<file path="config.mk">
export PLATFORM = sky130hd
export DESIGN_NAME = stopwatch_time_counter
export DESIGN_NICKNAME = d
export VERILOG_FILES = /design/src/rtl/stopwatch_time_counter.sv
export SDC_FILE = /design/constraint.sdc
export NUM_CORES = 1
export LEC_CHECK = 0
export CORE_MARGIN = 3
export CORE_UTILIZATION = 30
export CTS_BUF_LIST = sky130_fd_sc_hd__clkbuf_2
export CTS_CLUSTER_DIAMETER = 80
export DETAILED_ROUTE_END_ITERATION = 8
export HOLD_SLACK_MARGIN = 0.02
export PLACE_DENSITY = 0.52
export SKIP_LAST_GASP = 1
export SLEW_MARGIN = 25
export SYNTH_ARGS = -nofsm -noshare
export SYNTH_HDL_FRONTEND = slang
export SYNTH_SLANG_ARGS = --single-unit
</file>
<file path="constraint.sdc">
create_clock -name clk -period 2.4 [get_ports clk]
set_clock_uncertainty 0.2 [all_clocks]
set_input_delay 0.24 -clock clk [delete_from_list [all_inputs] [get_ports clk]]
set_output_delay 0.24 -clock clk [all_outputs]
set_load 0.02 [all_outputs]
</file>
<file path="src/rtl/stopwatch_time_counter.sv">
// stopwatch_time_counter
// Datapath stage of the stopwatch. A prescaler turns clk into a one-second tick.
// Four BCD digits (MM:SS) count on that tick, cascade with carries and wrap at 99:59.
// Optional lap-hold feature: define STOPWATCH_LAP_HOLD_EN to add the lap/lap_active
// ports and a 16-bit hold register that can freeze the display.
module stopwatch_time_counter #(
  parameter int TICK_DIV = 100000000,
  parameter int PW       = (TICK_DIV > 1) ? $clog2(TICK_DIV) : 1
) (
  input  logic       clk,
  input  logic       rst_n,
  input  logic       count_en,
  input  logic       clear,
`ifdef STOPWATCH_LAP_HOLD_EN
  input  logic       lap,
  output logic       lap_active,
`endif
  output logic [3:0] disp_min_tens,
  output logic [3:0] disp_min_ones,
  output logic [3:0] disp_sec_tens,
  output logic [3:0] disp_sec_ones,
  output logic       sec_pulse,
  output logic       rollover
);

  localparam logic [PW-1:0] PRESC_LAST = PW'(TICK_DIV - 1);

  logic [PW-1:0] presc_q, presc_d;
  logic [3:0]    secOnes_q, secOnes_d;
  logic [3:0]    secTens_q, secTens_d;
  logic [3:0]    minOnes_q, minOnes_d;
  logic [3:0]    minTens_q, minTens_d;
  logic          secPulse_q, secPulse_d;
  logic          rollover_q, rollover_d;
  logic          tick;

  // A digit above its legal maximum (only possible after an upset) is treated
  // as the maximum, so it wraps and carries on the next tick.
  function automatic logic [3:0] clampDigit(input logic [3:0] d, input logic [3:0] maxVal);
    return (d > maxVal) ? maxVal : d;
  endfunction

  assign tick = count_en && (presc_q == PRESC_LAST);

  // Next-state for prescaler, live digits and the pulse outputs; clear overrides everything.
  always_comb begin
    logic [3:0] sOnes, sTens, mOnes, mTens;
    logic       carrySec, carryTen, carryMin;
    presc_d    = presc_q;
    secOnes_d  = secOnes_q;
    secTens_d  = secTens_q;
    minOnes_d  = minOnes_q;
    minTens_d  = minTens_q;
    secPulse_d = 1'b0;
    rollover_d = 1'b0;
    sOnes      = clampDigit(secOnes_q, 4'd9);
    sTens      = clampDigit(secTens_q, 4'd5);
    mOnes      = clampDigit(minOnes_q, 4'd9);
    mTens      = clampDigit(minTens_q, 4'd9);
    carrySec   = (sOnes == 4'd9);
    carryTen   = carrySec && (sTens == 4'd5);
    carryMin   = carryTen && (mOnes == 4'd9);
    if (clear) begin
      presc_d   = '0;
      secOnes_d = 4'd0;
      secTens_d = 4'd0;
      minOnes_d = 4'd0;
      minTens_d = 4'd0;
    end else if (tick) begin
      presc_d    = '0;
      secPulse_d = 1'b1;
      secOnes_d  = carrySec ? 4'd0 : sOnes + 4'd1;
      if (carrySec) begin
        secTens_d = carryTen ? 4'd0 : sTens + 4'd1;
      end
      if (carryTen) begin
        minOnes_d = carryMin ? 4'd0 : mOnes + 4'd1;
      end
      if (carryMin) begin
        minTens_d  = (mTens == 4'd9) ? 4'd0 : mTens + 4'd1;
        rollover_d = (mTens == 4'd9);
      end
    end else if (count_en) begin
      presc_d = presc_q + PW'(1);
    end
  end

  // State register for prescaler, live digits and pulse outputs.
  always_ff @(posedge clk or negedge rst_n) begin
    if (!rst_n) begin
      presc_q    <= '0;
      secOnes_q  <= 4'd0;
      secTens_q  <= 4'd0;
      minOnes_q  <= 4'd0;
      minTens_q  <= 4'd0;
      secPulse_q <= 1'b0;
      rollover_q <= 1'b0;
    end else begin
      presc_q    <= presc_d;
      secOnes_q  <= secOnes_d;
      secTens_q  <= secTens_d;
      minOnes_q  <= minOnes_d;
      minTens_q  <= minTens_d;
      secPulse_q <= secPulse_d;
      rollover_q <= rollover_d;
    end
  end

  assign sec_pulse = secPulse_q;
  assign rollover  = rollover_q;

`ifdef STOPWATCH_LAP_HOLD_EN
  logic        holdActive_q, holdActive_d;
  logic [15:0] hold_q, hold_d;
  logic [15:0] disp_q, disp_d;

  // Lap toggle: capture the pre-tick live value on entry, release on the next lap.
  // The display register is fed from next-state values so it stays aligned with the digits.
  always_comb begin
    holdActive_d = holdActive_q;
    hold_d       = hold_q;
    if (clear) begin
      holdActive_d = 1'b0;
      hold_d       = 16'h0000;
    end else if (lap) begin
      if (!holdActive_q) begin
        holdActive_d = 1'b1;
        hold_d       = {minTens_q, minOnes_q, secTens_q, secOnes_q};
      end else begin
        holdActive_d = 1'b0;
      end
    end
    disp_d = holdActive_d ? hold_d : {minTens_d, minOnes_d, secTens_d, secOnes_d};
  end

  // Hold register, hold flag and registered display.
  always_ff @(posedge clk or negedge rst_n) begin
    if (!rst_n) begin
      holdActive_q <= 1'b0;
      hold_q       <= 16'h0000;
      disp_q       <= 16'h0000;
    end else begin
      holdActive_q <= holdActive_d;
      hold_q       <= hold_d;
      disp_q       <= disp_d;
    end
  end

  assign lap_active    = holdActive_q;
  assign disp_min_tens = disp_q[15:12];
  assign disp_min_ones = disp_q[11:8];
  assign disp_sec_tens = disp_q[7:4];
  assign disp_sec_ones = disp_q[3:0];
`else
  assign disp_min_tens = minTens_q;
  assign disp_min_ones = minOnes_q;
  assign disp_sec_tens = secTens_q;
  assign disp_sec_ones = secOnes_q;
`endif

endmodule

</file>
==> flow_summary.ini <==
[outcome]
status = completed

[route]
vias = 2328
drc = 0
wl_per_cell_microns = 14.5
drt_wl_total_microns = 6380
dr.pass1.iters = 4
viasPerCell = 5.30
postRouteAntennaNets = 0
drt_iter0_markers = 78

[sta]
post-route-min-period_ps = 2250
worstMarginPinSlew_ps = 588
grt_setup_unrepaired = false
holdWs_ps = 202
slew_viol_final = 0
setup_viol = 0
period_share = 0.938
slew_headroom = 0.608
finalHoldViolCount = 0
clock.fmax_mhz = 444

[flow_run]
drv_cap = 0

[place]
dp_hpwl_microns = 4520
dp.cells = 428
gp_congestion = 0.807
port_buffers = 21

[finish]
multiInputGateArea_sq_mm = 0.00147
mostFrequentLayoutCells = dfrtp_1 (44), buf_4 (28), a21oi_1 (22), clkdlybuf4s50_1 (20)
regArea_sq_mm = 0.00113
diodes = 0
fin_nets = 346
drive_gt1_frac = 0.159
area_delta_synth_final_pct = 20.7
n_fill_cell = 889
stdcell_count = 439
final_common_cell = dfrtp_1

[worst_setup_path]
cp_slowest_cell = or4b_2
slowest_delay_ps = 620
cp_cell_sequence = a211o_1, ha_1, o2111a_2, nand3_2, or4b_2, o211ai_1
worst_ep_arrival_time_ps = 2390
rr_endpoint = disp_min_tens[0]
setup.worst_path.end = disp_min_tens[0]
reg2reg_setup_slack_ps = 150
crit_path_end_kind = register
critPathLaunch = disp_sec_tens[1]
worstPathMaxFanout = 4
ff2ff_path_depth = 6
crit_family = simple AND/OR/NAND/NOR gates
startpoint_type = register
crit_buf_inv = 0
critPathRequiredTime_ps = 2540
r2r_start = disp_sec_tens[1]
critical_path_class = register to register
cp.depth = 6

[global_route]
gr-usage-all-layers = 0.133
grt_pass1_wl_microns = 10800
grt_max_degree = 46
grt_pass1_vias = 2226
antenna_found_initial = 0
grt-ovfl-total = 0

[power]
intPower_uw = 844
p_leak_uw = 0.00133
power_frac_comb = 0.048
p_seq_frac = 0.676
switching_power_uw = 288
ir_worst_vdd_uv = 171
p_sw_frac = 0.254
powerDensity_mw_per_mm2 = 350
finalPower_uw = 1130
power.share.clock = 0.275

[logic_synthesis]
synthArstFlopShare = 1.00
yosysWarnings = 0
synth_area_sq_mm = 0.00268
ys_seq_elements = 45
synthCells = 289
syn_nets = 302
synth_seq_area_share = 0.420
synth_flop_cell = dfrtp_1
ys_types = 52
synth-edff-count = 0
syn_avg_cell_area_sq_um = 9.27

[clock_tree]
cts.sinks = 45
clockBufferDepth = 2
cts_tree = built
clkLatencyLatePin_ps = 410
cts-root-buf = clkbuf_2
path_clk_slew_ps = 230
numCtsBuffers = 5
htree_levels = 2

[worst_hold_path]
min_path_type = primary input to asynchronous set/reset pin

[floorplanning]
die_width_microns = 101
die_h_microns = 101
start_util = 0.318
core_area_sq_mm = 0.00842
die_area_sq_mm = 0.0101
io_pins = 22
rows = 33
## registers in the layout, summed over array words and instances (netlist names)
name and count:
disp_min_tens 4, disp_sec_ones 4, disp_sec_tens 4, disp_min_ones 4, rollover 1, sec_pulse 1
presc_q 27
## cell type report
type | count | area share
well taps | 105 | 0.0406
clock inverters | 3 | 0.00387
repair buffers | 51 | 0.138
clock buffers | 5 | 0.00774
flip-flops and latches | 45 | 0.349
multi-input cells | 223 | 0.453
inverters | 7 | 0.00812
## per-stage QoR
| step | instance area [sq um] | worst slack (ps) | TNS [ps] | util |
|---|---|---|---|---|
| 2_1_floorplan | 2690 | 5.78 | 0 | - |
| 3_3_place_gp | 3170 | 7.30 | 0 | 0.377 |
| 3_5_place_dp | 3170 | -21.3 | -33.7 | 0.377 |
| 4_1_cts | 3220 | 120 | 0 | 0.382 |
| 5_1_grt | 3230 | 11.8 | 0 | 0.384 |
| 6_report | 3230 | 150 | 0 | 0.384 |
## worst register-to-register path: stages, from the launching register on
cell,delay (ps)
dfrtp_1,440
a211o_1,180
ha_1,200
o2111a_2,250
nand3_2,100
or4b_2,620
o211ai_1,190
## cell families (layout without fill, tap and decap cells)
kind of cell    after synthesis  count (layout)  synth area share
buf+inv                      21              66            0.0350
mux                           4               4            0.0163
fa+ha+maj                     9               9            0.0420
xor+xnor                     13              13            0.0425
flops                        45              45             0.420
simple gates                131             131             0.289
compound gates               66              66             0.155
## routing by layer
| layer | wire length [microns] | track usage |
|---|---|---|
| met5 | 0 | 0 |
| met4 | 31 | 0.0280 |
| met3 | 287 | 0.0256 |
| met2 | 3080 | 0.221 |
| met1 | 2980 | 0.181 |
## what timing repair did
action,in CTS,in global routing
hold buffers,1,0
gates resized for setup,0,0
endpoints found under the hold margin,45,0
endpoints found under the setup margin,0,1
buffers inserted,0,2
## worst min path at each step
stage	end	cells after the start	slack [ps]
after global routing	rollover	3	220
after global placement	disp_min_ones[0]	2	180
after CTS	disp_min_ones[0]	3	210
final	disp_min_ones[2]	3	200
after floorplan	disp_min_ones[0]	0	-260
after detailed placement	disp_min_ones[0]	2	180
## power by group through the flow
stage               clock [uW]  combinational, uW  sequential [uW]
CTS                        333               57.8              765
global route               367               62.2              767
finish                     312               54.7              765
floorplan                    0               22.0              777
global placement             0               56.3              778
detailed placement           0               56.5              778
## Yosys cell counts, types with 3 or more instances
cell / count / area [sq um]
a21oi_1: 22 / 110
and4_1: 4 / 35.0
buf_2: 5 / 25.0
clkbuf_1: 7 / 26.3
dfrtp_1: 45 / 1130
ha_1: 9 / 113
inv_1: 7 / 26.3
mux2_2: 3 / 33.8
nand2_1: 19 / 71.3
nand2b_1: 10 / 62.6
nand3_1: 15 / 75.1
nand4_1: 13 / 81.3
nor2_1: 19 / 71.3
nor2b_1: 7 / 43.8
nor3_1: 3 / 15.0
nor4_1: 5 / 31.3
o211ai_1: 4 / 30.0
o21ai_0: 17 / 85.1
o31ai_1: 7 / 52.6
o41ai_1: 3 / 26.3
or3_1: 9 / 56.3
or4_1: 7 / 52.6
xnor2_1: 4 / 35.0
xor2_1: 9 / 78.8
(Power assumes the default switching activity.)
